$ cat src/rtl/instr_sequencer_pkg.sv
// ============================================================================
// instr_sequencer_pkg : opcodes, state encoding and datapath select codes
// Optional feature macro: JAL_EN (enables the JAL link-and-jump state)
// Revision: 1.0
// ============================================================================
`default_nettype none

package instr_sequencer_pkg;

    localparam logic [5:0] c_OP_RTYPE = 6'h00;
    localparam logic [5:0] c_OP_J     = 6'h02;
    localparam logic [5:0] c_OP_JAL   = 6'h03;
    localparam logic [5:0] c_OP_BEQ   = 6'h04;
    localparam logic [5:0] c_OP_BNE   = 6'h05;
    localparam logic [5:0] c_OP_ADDI  = 6'h08;
    localparam logic [5:0] c_OP_ANDI  = 6'h0c;
    localparam logic [5:0] c_OP_ORI   = 6'h0d;
    localparam logic [5:0] c_OP_LUI   = 6'h0f;
    localparam logic [5:0] c_OP_LW    = 6'h23;
    localparam logic [5:0] c_OP_SW    = 6'h2b;

    typedef logic [3:0] state_t;

    localparam state_t c_ST_FETCH    = 4'd0;
    localparam state_t c_ST_DECODE   = 4'd1;
    localparam state_t c_ST_MEM_ADDR = 4'd2;
    localparam state_t c_ST_MEM_RD   = 4'd3;
    localparam state_t c_ST_MEM_WB   = 4'd4;
    localparam state_t c_ST_MEM_WR   = 4'd5;
    localparam state_t c_ST_R_EXE    = 4'd6;
    localparam state_t c_ST_R_WB     = 4'd7;
    localparam state_t c_ST_BRANCH   = 4'd8;
    localparam state_t c_ST_JUMP     = 4'd9;
    localparam state_t c_ST_I_EXE    = 4'd10;
    localparam state_t c_ST_I_WB     = 4'd11;
    localparam state_t c_ST_JAL      = 4'd12;
    localparam state_t c_ST_HALT     = 4'd15;

    localparam logic [2:0] c_ALU_ADD   = 3'b000;
    localparam logic [2:0] c_ALU_SUB   = 3'b001;
    localparam logic [2:0] c_ALU_RTYPE = 3'b111;
    localparam logic [2:0] c_ALU_ADDI  = 3'b100;
    localparam logic [2:0] c_ALU_ORI   = 3'b101;
    localparam logic [2:0] c_ALU_ANDI  = 3'b110;
    localparam logic [2:0] c_ALU_LUI   = 3'b011;

    localparam logic [1:0] c_PCSRC_ALU    = 2'b00;
    localparam logic [1:0] c_PCSRC_ALUOUT = 2'b01;
    localparam logic [1:0] c_PCSRC_JUMP   = 2'b10;

    localparam logic [1:0] c_SRCB_REGB  = 2'b00;
    localparam logic [1:0] c_SRCB_FOUR  = 2'b01;
    localparam logic [1:0] c_SRCB_IMM   = 2'b10;
    localparam logic [1:0] c_SRCB_SHIMM = 2'b11;

    localparam logic [1:0] c_REGDST_RT = 2'b00;
    localparam logic [1:0] c_REGDST_RD = 2'b01;
    localparam logic [1:0] c_REGDST_RA = 2'b10;

`ifdef JAL_EN
    localparam bit c_JAL_EN = 1'b1;
`else
    localparam bit c_JAL_EN = 1'b0;
`endif

    // DECODE successor; FETCH doubles as the "unsupported opcode" result.
    function automatic state_t decodeTarget(input logic [5:0] op);
        case (op)
            c_OP_LW, c_OP_SW:                      decodeTarget = c_ST_MEM_ADDR;
            c_OP_RTYPE:                            decodeTarget = c_ST_R_EXE;
            c_OP_BEQ, c_OP_BNE:                    decodeTarget = c_ST_BRANCH;
            c_OP_J:                                decodeTarget = c_ST_JUMP;
            c_OP_ADDI, c_OP_ANDI, c_OP_ORI, c_OP_LUI: decodeTarget = c_ST_I_EXE;
            c_OP_JAL:                              decodeTarget = c_JAL_EN ? c_ST_JAL : c_ST_FETCH;
            default:                               decodeTarget = c_ST_FETCH;
        endcase
    endfunction

    function automatic logic [2:0] iTypeAluOp(input logic [5:0] op);
        case (op)
            c_OP_ADDI: iTypeAluOp = c_ALU_ADDI;
            c_OP_ORI:  iTypeAluOp = c_ALU_ORI;
            c_OP_ANDI: iTypeAluOp = c_ALU_ANDI;
            c_OP_LUI:  iTypeAluOp = c_ALU_LUI;
            default:   iTypeAluOp = c_ALU_ADD;
        endcase
    endfunction

endpackage

`default_nettype wire

$ cat src/rtl/seq_outdecode.sv
// ============================================================================
// seq_outdecode : combinational state/OP/Zero/MemReady to datapath-control decode
// Optional feature macro: JAL_EN (via instr_sequencer_pkg::c_JAL_EN)
// Revision: 1.0
// ============================================================================
`default_nettype none

module seq_outdecode
    import instr_sequencer_pkg::*;
(
    input  state_t     i_state,
    input  logic [5:0] i_op,
    input  logic       i_zero,
    input  logic       i_memReady,
    output logic       o_pcWrite,
    output logic       o_iorD,
    output logic       o_irWrite,
    output logic       o_memRead,
    output logic       o_memWrite,
    output logic       o_memtoReg,
    output logic       o_aluSrcA,
    output logic       o_regWrite,
    output logic [1:0] o_pcSource,
    output logic [1:0] o_aluSrcB,
    output logic [1:0] o_regDst,
    output logic [2:0] o_aluOp,
    output logic       o_illegal
);

    always_comb begin
        o_pcWrite  = 1'b0;
        o_iorD     = 1'b0;
        o_irWrite  = 1'b0;
        o_memRead  = 1'b0;
        o_memWrite = 1'b0;
        o_memtoReg = 1'b0;
        o_aluSrcA  = 1'b0;
        o_regWrite = 1'b0;
        o_pcSource = c_PCSRC_ALU;
        o_aluSrcB  = c_SRCB_REGB;
        o_regDst   = c_REGDST_RT;
        o_aluOp    = c_ALU_ADD;
        o_illegal  = 1'b0;

        case (i_state)
            c_ST_FETCH: begin
                o_memRead = 1'b1;
                o_aluSrcB = c_SRCB_FOUR;
                o_aluOp   = c_ALU_ADD;
                o_irWrite = i_memReady;
                o_pcWrite = i_memReady;
            end
            c_ST_DECODE: begin
                o_aluSrcB = c_SRCB_SHIMM;
                o_aluOp   = c_ALU_ADD;
                o_illegal = (decodeTarget(i_op) == c_ST_FETCH);
            end
            c_ST_MEM_ADDR: begin
                o_aluSrcA = 1'b1;
                o_aluSrcB = c_SRCB_IMM;
                o_aluOp   = c_ALU_ADD;
            end
            c_ST_MEM_RD: begin
                o_iorD    = 1'b1;
                o_memRead = 1'b1;
            end
            c_ST_MEM_WB: begin
                o_regWrite = 1'b1;
                o_regDst   = c_REGDST_RT;
                o_memtoReg = 1'b1;
            end
            c_ST_MEM_WR: begin
                o_iorD     = 1'b1;
                o_memWrite = 1'b1;
            end
            c_ST_R_EXE: begin
                o_aluSrcA = 1'b1;
                o_aluSrcB = c_SRCB_REGB;
                o_aluOp   = c_ALU_RTYPE;
            end
            c_ST_R_WB: begin
                o_regWrite = 1'b1;
                o_regDst   = c_REGDST_RD;
            end
            c_ST_BRANCH: begin
                o_aluSrcA  = 1'b1;
                o_aluSrcB  = c_SRCB_REGB;
                o_aluOp    = c_ALU_SUB;
                o_pcSource = c_PCSRC_ALUOUT;
                o_pcWrite  = (i_op == c_OP_BEQ) ? i_zero :
                             (i_op == c_OP_BNE) ? ~i_zero : 1'b0;
            end
            c_ST_JUMP: begin
                o_pcSource = c_PCSRC_JUMP;
                o_pcWrite  = 1'b1;
            end
            c_ST_I_EXE: begin
                o_aluSrcA = 1'b1;
                o_aluSrcB = c_SRCB_IMM;
                o_aluOp   = iTypeAluOp(i_op);
            end
            c_ST_I_WB: begin
                o_regWrite = 1'b1;
                o_regDst   = c_REGDST_RT;
            end
            c_ST_JAL: begin
                if (c_JAL_EN) begin
                    o_regWrite = 1'b1;
                    o_regDst   = c_REGDST_RA;
                    o_memtoReg = 1'b0;
                    o_pcWrite  = 1'b1;
                    o_pcSource = c_PCSRC_JUMP;
                end
            end
            default: begin
                // HALT and unused encodings keep every strobe inactive
            end
        endcase
    end

endmodule

`default_nettype wire

$ cat src/rtl/instr_sequencer.sv
// ============================================================================
// instr_sequencer : multicycle control FSM with memory-wait timeout to HALT
// Optional feature macro: JAL_EN (adds single-cycle JAL link-and-jump state)
// Revision: 1.0
// ============================================================================
`default_nettype none

module instr_sequencer
    import instr_sequencer_pkg::*;
#(
    parameter int ALUOP_W     = 3,
    parameter int MEM_TIMEOUT = 15
)
(
    input  logic               clk,
    input  logic               reset,
    input  logic [5:0]         OP,
    input  logic               Zero,
    input  logic               MemReady,
    output logic               PCWrite,
    output logic               IorD,
    output logic               IRWrite,
    output logic               MemRead,
    output logic               MemWrite,
    output logic               MemtoReg,
    output logic               ALUSrcA,
    output logic               RegWrite,
    output logic [1:0]         PCSource,
    output logic [1:0]         ALUSrcB,
    output logic [1:0]         RegDst,
    output logic [ALUOP_W-1:0] ALUOp,
    output logic               Illegal,
    output logic               Fault,
    output logic [3:0]         State
);

    localparam int                c_CNT_W    = $clog2(MEM_TIMEOUT + 1);
    localparam logic [c_CNT_W-1:0] c_CNT_LAST = c_CNT_W'(MEM_TIMEOUT - 1);

    if (ALUOP_W < 3) begin : g_aluOpWidthCheck
        $error("instr_sequencer: ALUOP_W must be at least 3");
    end

    state_t              r_state;
    state_t              w_nextState;
    logic [c_CNT_W-1:0]  r_waitCnt;
    logic                r_fault;
    logic                w_waiting;
    logic                w_timeout;
    logic [2:0]          w_aluOp;

    assign w_waiting = ((r_state == c_ST_FETCH) || (r_state == c_ST_MEM_RD) ||
                        (r_state == c_ST_MEM_WR)) && !MemReady;
    assign w_timeout = w_waiting && (r_waitCnt == c_CNT_LAST);

    always_comb begin
        w_nextState = r_state;
        case (r_state)
            c_ST_FETCH:    if (MemReady) w_nextState = c_ST_DECODE;
            c_ST_DECODE:   w_nextState = decodeTarget(OP);
            c_ST_MEM_ADDR: w_nextState = (OP == c_OP_LW) ? c_ST_MEM_RD :
                                         (OP == c_OP_SW) ? c_ST_MEM_WR : c_ST_FETCH;
            c_ST_MEM_RD:   if (MemReady) w_nextState = c_ST_MEM_WB;
            c_ST_MEM_WR:   if (MemReady) w_nextState = c_ST_FETCH;
            c_ST_R_EXE:    w_nextState = c_ST_R_WB;
            c_ST_I_EXE:    w_nextState = c_ST_I_WB;
            c_ST_HALT:     w_nextState = c_ST_HALT;
            default:       w_nextState = c_ST_FETCH;
        endcase
        if (w_timeout) begin
            w_nextState = c_ST_HALT;
        end
    end

    always_ff @(posedge clk or negedge reset) begin
        if (!reset) begin
            r_state   <= c_ST_FETCH;
            r_waitCnt <= '0;
            r_fault   <= 1'b0;
        end else begin
            r_state <= w_nextState;
            if (w_nextState != r_state) begin
                r_waitCnt <= '0;
            end else if (w_waiting) begin
                r_waitCnt <= r_waitCnt + c_CNT_W'(1);
            end
            if (w_timeout) begin
                r_fault <= 1'b1;
            end
        end
    end

    seq_outdecode u_outdecode (
        .i_state    (r_state),
        .i_op       (OP),
        .i_zero     (Zero),
        .i_memReady (MemReady),
        .o_pcWrite  (PCWrite),
        .o_iorD     (IorD),
        .o_irWrite  (IRWrite),
        .o_memRead  (MemRead),
        .o_memWrite (MemWrite),
        .o_memtoReg (MemtoReg),
        .o_aluSrcA  (ALUSrcA),
        .o_regWrite (RegWrite),
        .o_pcSource (PCSource),
        .o_aluSrcB  (ALUSrcB),
        .o_regDst   (RegDst),
        .o_aluOp    (w_aluOp),
        .o_illegal  (Illegal)
    );

    assign ALUOp = ALUOP_W'(w_aluOp);
    assign Fault = r_fault;
    assign State = r_state;

endmodule

`default_nettype wire

$ cat config.mk
export PLATFORM = sky130hd
export DESIGN_NAME = instr_sequencer
export DESIGN_NICKNAME = d
export VERILOG_FILES = /design/src/rtl/instr_sequencer_pkg.sv /design/src/rtl/seq_outdecode.sv /design/src/rtl/instr_sequencer.sv
export SDC_FILE = /design/constraint.sdc
export NUM_CORES = 1
export LEC_CHECK = 0
export CAP_MARGIN = 20
export CORE_MARGIN = 2
export CORE_UTILIZATION = 30
export CTS_BUF_LIST = sky130_fd_sc_hd__clkbuf_4 sky130_fd_sc_hd__clkbuf_8
export DETAILED_ROUTE_END_ITERATION = 16
export GPL_TIMING_DRIVEN = 0
export SLEW_MARGIN = 20
export SYNTH_ARGS = -nofsm -noshare
export SYNTH_HDL_FRONTEND = slang
export SYNTH_SLANG_ARGS = --single-unit
$ cat constraint.sdc
create_clock -name clk -period 2.8 [get_ports clk]
set_clock_uncertainty 0.15 [all_clocks]
set_input_delay 0.42 -clock clk [delete_from_list [all_inputs] [get_ports clk]]
set_output_delay 0.42 -clock clk [all_outputs]
set_load 0.03 [all_outputs]
==> summary.md, run 1 <==
| Metric | Value |
|---|---|
| Status | completed |
| Vias in the first global route | roughly 1100 |
| Crit path max-delay cell type | clkdlybuf4s50_1 |
| Yosys reg bits | 9 |
| Chip width | 65.0 µm |
| Critical path arrival | 2.11 ns |
| Net count after synthesis | 158 |
| Largest net degree at the start of global routing | 20 |
| # IOs | 33 |
| Row count | 22 |
| Floorplan core area | 0.00361 mm² |
| Fmax achieved | 0.373 GHz |
| Synth Instances | roughly 150 |
| Final setup fails | 0 |
| DR DRC count | 0 |
| Number of max-cap violations | 0 |
| CP top delay family | buffers and inverters |
| R2R setup slack | around 0.59 ns |
| Register area share after synthesis | approximately 20% |
| Area growth syn-to-layout | 34.3% |
| Crit. End Element | output port |
| Pleak | 0.000666 µW |
| FF/Latch Area | about 230 µm² |
| Commonest non-fill, non-tap cell in the layout | clkdlybuf4s50_1 |
| I/O Buffers | 27 |
| CP peak stage delay | 0.67 ns |
| Top FF cell, synth | dfrtp_1 |
| Final #Nets | 189 |
| Tot GR Track Use | 14.9% |
| Area of the multi-input gates | 797 µm² |
| First-pass GRT wire length | 5060 µm |
| VDD IR max | 0.187 mV |
| CTS max path bufs | 2 |
| Initial antenna violation count | 0 |
| H-Tree Depth | 1 |
| Initial Util | a little under a third |
| Critical Path Start Type | register |
| CTS tree | yes |
| Cts hold-fix bufs | 0 |
| Diode count | 0 |
| Synth cell types | 45 |
| Routed len/inst | between 10 and 15 µm |
| Worst path required time | 2.23 ns |
| Hold crit path type | reg2reg |
| CP max FO | 19 |
| Commonest cells after routing, fill and taps aside | clkdlybuf4s50_1 (20), nor2_1 (17), nor3_1 (15) |
| DRT iter0 DRCs | 49 |
| RSZ-0062 raised after global routing | no |
| Worst Path Buf+Inv | 2 |
| Worst-skew pair later-pin latency | 0.23 ns |
| Synth warn | 0 |
| # fillers | 368 |
| Dpl hpwl | about 2400 µm |
| Clk sinks | 9 |
| Fin worst setup slack | 0.117 ns |
| Clock slew at reported path FFs | around 0.040 ns |
| Final core occ | between 40% and 50% |
| Via count | 1151 |
| Post-CTS setup buffers | 0 |
| Root Driver | clkbuf_8 |
| ANT nets after route | 0 |
| Overflow after GRT | 0 |
| Synth top area cells | dfrtp_1 (20%), nor3_1 (7.2%), nor2_1 (6.1%), xnor2_1 (5.5%), a21oi_1 (4.5%) |
| Post-synth EDFFs | 0 |
| Synth top area share | 20.2% |
| Mean post-synth cell area | between 7 and 8 µm² |
| Full die area | about 0.0042 mm² |
| Setup TNS | 0 ns |
| Chip Height | around 65 µm |
| Global placement routability congestion | 0.912 |
| Post-synth top area cell | dfrtp_1 |
| DRT Wirelength | 3030 µm |
| DRT Pass-1 Iters | 4 |
| Final min period | 2.68 ns |
| Path type of the worst setup path | reg2out |
| Fin. Hold Viols | 0 |
| Cells along the critical path | clkbuf_4 -> nand2b_1 -> o21a_1 -> nor2_1 -> clkdlybuf4s50_1 |
| Via/cell ratio | 5.14 |
| Num CTS Buffers | 3 |
| Final number of max-transition violations | 0 |
| Share of layout cells above drive strength 1 | 16.5% |
| PwrDens | 443 mW/mm² |
| Fraction of registers with async set/reset | 100% |
| Post-Syn Area | ~0.0011 mm² |
| Final period util | 95.8% |
| Place WS | -0.170 ns |
==> metrics by stage <==
stage	hold slack [ns]	power (µW)	instances	cell area [µm²]
after floorplan	-0.0256	402	146	1110
after global placement	0.311	504	221	1450
after detailed placement	0.319	510	221	1450
after CTS	0.330	666	224	1490
after global routing	0.367	700	224	1500
final	0.325	663	224	1500
==> worst register-to-register path: cells and delay by family (launching register included) <==
family          cells  cell delay, ns
compound gates      4            0.88
flops               1            0.45
simple gates        2            0.32
buf+inv             1            0.28
==> logic make-up (layout without fill, tap and decap cells) <==
group | count (synthesis) | after routing | synth area share [%]
and+or+nand+nor | 77 | 77 | 40.2
AOI/OAI and AO/OA | 31 | 31 | 21.8
buffers and inverters | 18 | 48 | 8.98
DFF | 9 | 9 | 20.2
xor gates and xnor gates | 8 | 8 | 6.29
adders and majority gates | 2 | 2 | 2.24
other | 1 | 1 | 0.336
==> per-layer routing <==
metal / share of wire (%) / track usage (%)
met5: 0 / 0
met2: 49 / 25.9
met3: 3.1 / 2.78
met4: 0.50 / 1.60
met1: 47 / 19.7
==> path summary, 6_finish.rpt <==
path                                          from                  endpoint  cells after the start
max in group asynchronous                    reset  r_waitCnt[3]$_DFFE_PN0P_                      1
worst max register to register  State[1]$_DFF_PN0_  r_waitCnt[2]$_DFFE_PN0P_                      7
worst max-delay path            State[1]$_DFF_PN0_                ALUSrcB[1]                      5
worst min register to register   Fault$_DFFE_PN0P_         Fault$_DFFE_PN0P_                      1
worst min-delay path             Fault$_DFFE_PN0P_         Fault$_DFFE_PN0P_                      1
min in group asynchronous                    reset  r_waitCnt[2]$_DFFE_PN0P_                      1
==> flip-flops by register name, summed over array words and instances (netlist names) <==
register	cells
r_waitCnt	4
Fault	1
State	4
==> cells in the mapped netlist, drive strengths merged (3+ instances only) <==
library cell  number
a21oi             10
buf                8
clkbuf             5
dfrtp              9
inv                5
nand2              9
nand2b             8
nand3              6
nor2              18
nor3              16
nor3b              3
nor4b              3
o21ai              3
or2                3
xnor2              7
==> final cells by class <==
| type | instances | area share, % |
|---|---|---|
| inverters | 5 | 1.25 |
| plain buffers | 12 | 5.51 |
| flip-flops and latches | 9 | 15.0 |
| multi-input cells | 119 | 53.2 |
| clock buffers | 4 | 3.26 |
| well taps | 48 | 4.01 |
| repair buffers | 27 | 17.7 |
==> where the power goes <==
group	total [µW]	switching [µW]	internal [µW]	leakage [µW]
registers	156	13.5	142	0.000123
clock network	158	49.1	109	0.0000262
logic	350	205	144	0.000517
total	663	268	395	0.000666
==> repair_timing <==
item | in CTS | in global routing
resized for setup | 9 | 3
pin swaps | 0 | 0
hold endpoints to repair | 0 | 0
setup endpoints to repair | 10 | 5
Power figures use the tool's default switching activity.
==> run 2, diff against run 1 <==
--- a/config.mk
+++ b/config.mk
@@ -7,7 +7,7 @@
 export LEC_CHECK = 0
 export CAP_MARGIN = 20
 export CORE_MARGIN = 2
-export CORE_UTILIZATION = 30
+export CORE_UTILIZATION = 31
 export CTS_BUF_LIST = sky130_fd_sc_hd__clkbuf_4 sky130_fd_sc_hd__clkbuf_8
 export DETAILED_ROUTE_END_ITERATION = 16
 export GPL_TIMING_DRIVEN = 0
==> run 2 against run 1 <==
Net effect: power shrank 8.1%; cell count shrank 0.45%; first-iteration DRC count grew 2.0%; combinational power is essentially flat; non-clock buffer count grew 1; clock power shrank 32%; critical endpoint is now ALUOp[2]; largest cell class unchanged; largest power group unchanged.
==> summary.md, run 2 (synthesis results as in run 1) <==
| Metric | Value |
|---|---|
| # fillers | 333 (was 368) |
| Clk sinks | 9 (unchanged) |
| Clock slew at reported path FFs | 0.06 ns (was 0.04 ns) |
| CTS tree | yes (unchanged) |
| Final min period | 2.68 ns (about the same) |
| Worst-skew pair later-pin latency | 0.26 ns (was 0.23 ns) |
| DRT iter0 DRCs | 50 (was 49) |
| Final setup fails | 0 (unchanged) |
| DR DRC count | 0 (unchanged) |
| Fin. Hold Viols | 0 (unchanged) |
| Routed len/inst | 13.5 µm (about the same) |
| Hold crit path type | in2async (was reg2reg) |
| Worst path required time | 2.23 ns (about the same) |
| Final #Nets | 190 (was 189) |
| Floorplan core area | 0.00339 mm² (was 0.00361 mm²) |
| Commonest cells after routing, fill and taps aside | nor2_1 (17), clkdlybuf4s50_1 (16), nor3_1 (15) (was clkdlybuf4s50_1 (20), nor2_1 (17), nor3_1 (15)) |
| Chip Height | 64.0 µm (was 65.0 µm) |
| Chip width | 64.0 µm (was 65.0 µm) |
| Via/cell ratio | 5.34 (was 5.14) |
| FF/Latch Area | 225 µm² (unchanged) |
| Share of layout cells above drive strength 1 | 16.9% (was 16.5%) |
| Full die area | 0.00409 mm² (was 0.00422 mm²) |
| Total Power | 610 µW (was 663 µW) |
| Via count | 1190 (was 1151) |
| Final number of max-transition violations | 0 (unchanged) |
| VDD IR max | 0.158 mV (was 0.187 mV) |
| # IOs | 33 (unchanged) |
| Fin Hold WS | 0.308 ns (was 0.325 ns) |
| Fmax achieved | 0.372 GHz (was 0.373 GHz) |
| CTS max path bufs | 2 (unchanged) |
| Final std cells w/o fill | 223 (was 224) |
| CP max FO | 7 (was 19) |
| Tot GR Track Use | 15.9% (was 14.9%) |
| Number of max-cap violations | 0 (unchanged) |
| Critical Path Start Type | input pin (was register) |
| Critical path arrival | 2.11 ns (about the same) |
| DRT Pass-1 Iters | 5 (was 4) |
| R2R setup slack | 0.64 ns (was 0.59 ns) |
| Area of the multi-input gates | 797 µm² (unchanged) |
| Final period util | 95.9% (was 95.8%) |
| Area growth syn-to-layout | 33.2% (was 34.3%) |
| Post-CTS setup buffers | 0 (unchanged) |
| DRT Wirelength | 3010 µm (was 3030 µm) |
| Diode count | 0 (unchanged) |
| Largest net degree at the start of global routing | 11 (was 20) |
| Num CTS Buffers | 3 (unchanged) |
| ANT nets after route | 0 (unchanged) |
| Crit. End Element | output port (unchanged) |
| Status | completed (unchanged) |
| Global placement routability congestion | 0.877 (was 0.912) |
| Initial Util | 32.9% (was 30.9%) |
| Overflow after GRT | 0 (unchanged) |
| Row count | 21 (was 22) |
| I/O Buffers | 27 (unchanged) |
| Vias in the first global route | 1161 (was 1109) |
| Path type of the worst setup path | in2out (was reg2out) |
| First-pass GRT wire length | 5280 µm (was 5060 µm) |
| Final core occ | 43.8% (was 41.5%) |
| H-Tree Depth | 1 (unchanged) |
| Commonest non-fill, non-tap cell in the layout | nor2_1 (was clkdlybuf4s50_1) |
| Pleak | 0.000715 µW (was 0.000666 µW) |
| PwrDens | 411 mW/mm² (was 443 mW/mm²) |
| Root Driver | clkbuf_4 (was clkbuf_8) |
| Dpl hpwl | 2400 µm (about the same) |
| Inst Count DP | 219 (was 221) |
| Initial antenna violation count | 0 (unchanged) |
[run 2: path summary, 6_finish.rpt]
path                                            end                from  cells after the start
max                                        ALUOp[2]               OP[4]                      6
min                        r_waitCnt[2]$_DFFE_PN0P_               reset                      1
max reg2reg                r_waitCnt[0]$_DFFE_PN0P_  State[3]$_DFF_PN0_                      7
min reg2reg                       Fault$_DFFE_PN0P_   Fault$_DFFE_PN0P_                      1
max in group asynchronous        State[1]$_DFF_PN0_               reset                      1
min in group clk                  Fault$_DFFE_PN0P_   Fault$_DFFE_PN0P_                      1
[run 2: routing by layer]
layer | vias to the layer above | global-route usage, % | part of all wire, %
met5 | - | 0 | 0
met3 | 2 | 3.52 | 4.8
met2 | 31 | 29.6 | 52
met1 | 577 | 18.9 | 43
met4 | 0 | 1.63 | 0.56
li1 | 580 | - | -
[run 2: final cells by class]
class                           count  share of cell area [%]
Multi-Input combinational cell    119                    53.7
Timing Repair Buffer               27                    18.3
Sequential cell                     9                    15.2
Buffer                             13                    5.73
Tap cell                           46                    3.88
Clock buffer                        4                    2.02
Inverter                            5                    1.26
[run 2: repair_timing]
action	4_1_cts	5_1_grt
hold buffers	0	0
gates resized for setup	11	5
pin swaps	0	0
endpoints found under the hold margin	0	0
cloned	0	0
endpoints found under the setup margin	11	6
[run 2: per-stage QoR]
stage	area [µm²]	setup WS (ns)	TNS (ns)
6_report	1490	0.115	0
5_1_grt	1490	-0.0125	-0.0125
4_1_cts	1470	-0.0357	-0.0357
3_5_place_dp	1440	-0.189	-0.672
3_3_place_gp	1440	-0.146	-0.542
2_1_floorplan	1110	0.0802	0
[run 2: worst max-delay path, cell delays in order]
cell and delay (ns):
clkdlybuf4s50_1 0.57, nor2_2 0.26, and3_1 0.22, nand3_1 0.09, a21oi_1 0.15, dlygate4sd2_1 0.41
[run 2: power breakdown]
group	leakage [µW]	total, µW	switching, µW	internal, µW
registers	0.000123	155	13.6	142
logic	0.000574	348	203	144
clock network	0.0000184	107	42.2	64.4
==> run 3, diff against run 2 <==
--- a/config.mk
+++ b/config.mk
@@ -11,6 +11,7 @@
 export CTS_BUF_LIST = sky130_fd_sc_hd__clkbuf_4 sky130_fd_sc_hd__clkbuf_8
 export DETAILED_ROUTE_END_ITERATION = 16
 export GPL_TIMING_DRIVEN = 0
+export REMOVE_ABC_BUFFERS = 1
 export SLEW_MARGIN = 20
 export SYNTH_ARGS = -nofsm -noshare
 export SYNTH_HDL_FRONTEND = slang
==> run 3 against run 2 <==
Net effect: flip-flop and latch count did not move; critical path type unchanged; die area did not move; critical path depth did not move; hold slack got worse by 0.0019 ns; largest cell class unchanged; sequential share of layout area rose by 0.78 points; global-route usage fell by 0.94 points.
==> summary.md, run 3 (synthesis results as in run 1) <==
| Metric | Value |
|---|---|
| CTS tree | yes (unchanged) |
| Final std cells w/o fill | 215 (was 223) |
| FF-to-FF path depth | 6 (was 7) |
| Area growth syn-to-layout | 29.5% (was 33.2%) |
| Worst r2r src | State[1]$_DFF_PN0_ (was State[3]$_DFF_PN0_) |
| Clk sinks | 9 (unchanged) |
| Num CTS Buffers | 3 (unchanged) |
| Fin Hold WS | 0.306 ns (was 0.308 ns) |
| Final number of max-transition violations | 0 (unchanged) |
| Row count | 21 (unchanged) |
| Via count | 1124 (was 1190) |
| Routed len/inst | 13.3 µm (was 13.5 µm) |
| # IOs | 33 (unchanged) |
| Share of layout cells above drive strength 1 | 14.2% (was 16.9%) |
| DRT Wirelength | 2860 µm (was 3010 µm) |
| Fmax achieved | 0.374 GHz (was 0.372 GHz) |
| Global placement routability congestion | 0.863 (was 0.877) |
| Clock slew at reported path FFs | 0.06 ns (about the same) |
| Crit. End Element | output port (unchanged) |
| DRT Pass-1 Iters | 4 (was 5) |
| Initial antenna violation count | 0 (unchanged) |
| Final setup fails | 0 (unchanged) |
| Inst Count DP | 210 (was 219) |
| Setup TNS | 0 ns (unchanged) |
| Chip width | 64.0 µm (unchanged) |
| PwrDens | 412 mW/mm² (was 411 mW/mm²) |
| Final period util | 95.6% (was 95.9%) |
| Worst R2R End | r_waitCnt[1]$_DFFE_PN0P_ (was r_waitCnt[0]$_DFFE_PN0P_) |
| Worst path required time | 2.23 ns (about the same) |
| CTS max path bufs | 2 (unchanged) |
| Hold crit path type | in2async (unchanged) |
| Chip Height | 64.0 µm (unchanged) |
| Status | completed (unchanged) |
| Number of max-cap violations | 0 (unchanged) |
| Vias in the first global route | 1071 (was 1161) |
| Overflow after GRT | 0 (unchanged) |
| Critical path arrival | 2.11 ns (about the same) |
| DR DRC count | 0 (unchanged) |
| VDD IR max | 0.143 mV (was 0.158 mV) |
| Via/cell ratio | 5.23 (was 5.34) |
| First-pass GRT wire length | 5020 µm (was 5280 µm) |
| Pleak | 0.000608 µW (was 0.000715 µW) |
| H-Tree Depth | 1 (unchanged) |
| Final core occ | 42.6% (was 43.8%) |
| # fillers | 356 (was 333) |
| Commonest cells after routing, fill and taps aside | clkdlybuf4s50_1 (25), nor2_1 (17), nor3_1 (15) (was nor2_1 (17), clkdlybuf4s50_1 (16), nor3_1 (15)) |
| RSZ-0062 raised after global routing | no |
| Worst-skew pair later-pin latency | 0.26 ns (about the same) |
| ANT nets after route | 0 (unchanged) |
| Total Power | 594 µW (was 610 µW) |
| I/O Buffers | 31 (was 27) |
| Diode count | 0 (unchanged) |
| R2R setup slack | 0.56 ns (was 0.64 ns) |
| Critical Path Start Type | input pin (unchanged) |
| Commonest non-fill, non-tap cell in the layout | clkdlybuf4s50_1 (was nor2_1) |
| Root Driver | clkbuf_4 (unchanged) |
| Largest net degree at the start of global routing | 24 (was 11) |
| Floorplan core area | 0.00339 mm² (unchanged) |
| Full die area | 0.00409 mm² (unchanged) |
| CP max FO | 7 (unchanged) |
| Path type of the worst setup path | in2out (unchanged) |
| Final #Nets | 182 (was 190) |
| Tot GR Track Use | 14.9% (was 15.9%) |
| Initial Util | 32.9% (unchanged) |
| Final min period | 2.68 ns (about the same) |
| DRT iter0 DRCs | 45 (was 50) |
| Dpl hpwl | 2150 µm (was 2400 µm) |
| Fin. Hold Viols | 0 (unchanged) |
-- run 3: cell type report --
class | count | area (µm²) | share of cell area, %
Multi-Input combinational cell | 119 | 797 | 55.2
Tap cell | 46 | 57.6 | 3.99
Inverter | 5 | 18.8 | 1.30
Timing Repair Buffer | 32 | 310 | 21.5
Sequential cell | 9 | 230 | 15.9
Clock buffer | 4 | 30.0 | 2.08
-- run 3: how the worst max path moves through the flow --
stage | depth (start not counted) | end | from | slack, ns
detailed placement | 7 | ALUOp[0] | OP[4] | -0.22
global placement | 7 | ALUOp[0] | OP[4] | -0.18
finish | 6 | ALUOp[2] | OP[4] | 0.12
floorplan | 3 | RegWrite | State[2]$_DFF_PN0_ | 0.11
global route | 6 | ALUOp[2] | OP[4] | 0.02
CTS | 4 | RegWrite | State[3]$_DFF_PN0_ | 0.10
-- run 3: repair_timing --
| action | 4_1_cts | 5_1_grt |
|---|---|---|
| endpoints found under the hold margin | 0 | 0 |
| gates resized for setup | 11 | 3 |
| pin swaps | 1 | 0 |
| setup buffers | 1 | 0 |
| hold buffers | 0 | 0 |
| endpoints found under the setup margin | 9 | 2 |
-- run 3: stage by stage --
stage                     setup slack [ns]  cell area (µm²)
after floorplan                      0.111             1030
after global placement              -0.180             1400
after detailed placement            -0.218             1400
after CTS                            0.101             1450
after global routing                0.0157             1440
final                                0.125             1440
-- run 3: critical path, cell delays in order --
cell and delay, ns:
clkdlybuf4s50_1 0.59, nor2_2 0.27, and3_1 0.20, nand3_1 0.08, a21oi_1 0.13, dlygate4sd2_1 0.41
-- run 3: layer usage --
metal | part of all wire [%] | GRT usage [%] | vias to the layer above
met5 | 0 | 0 | -
met4 | 0.84 | 5.43 | 0
met3 | 2.2 | 1.76 | 5
met2 | 47 | 23.8 | 19
met1 | 50 | 20.5 | 534
li1 | - | - | 566
-- run 3: where the power goes --
group	switching, µW	leakage (µW)	internal (µW)
combinational	168	0.000472	135
clock	43.7	0.0000184	64.5
sequential	40.9	0.000117	142
total	253	0.000608	342
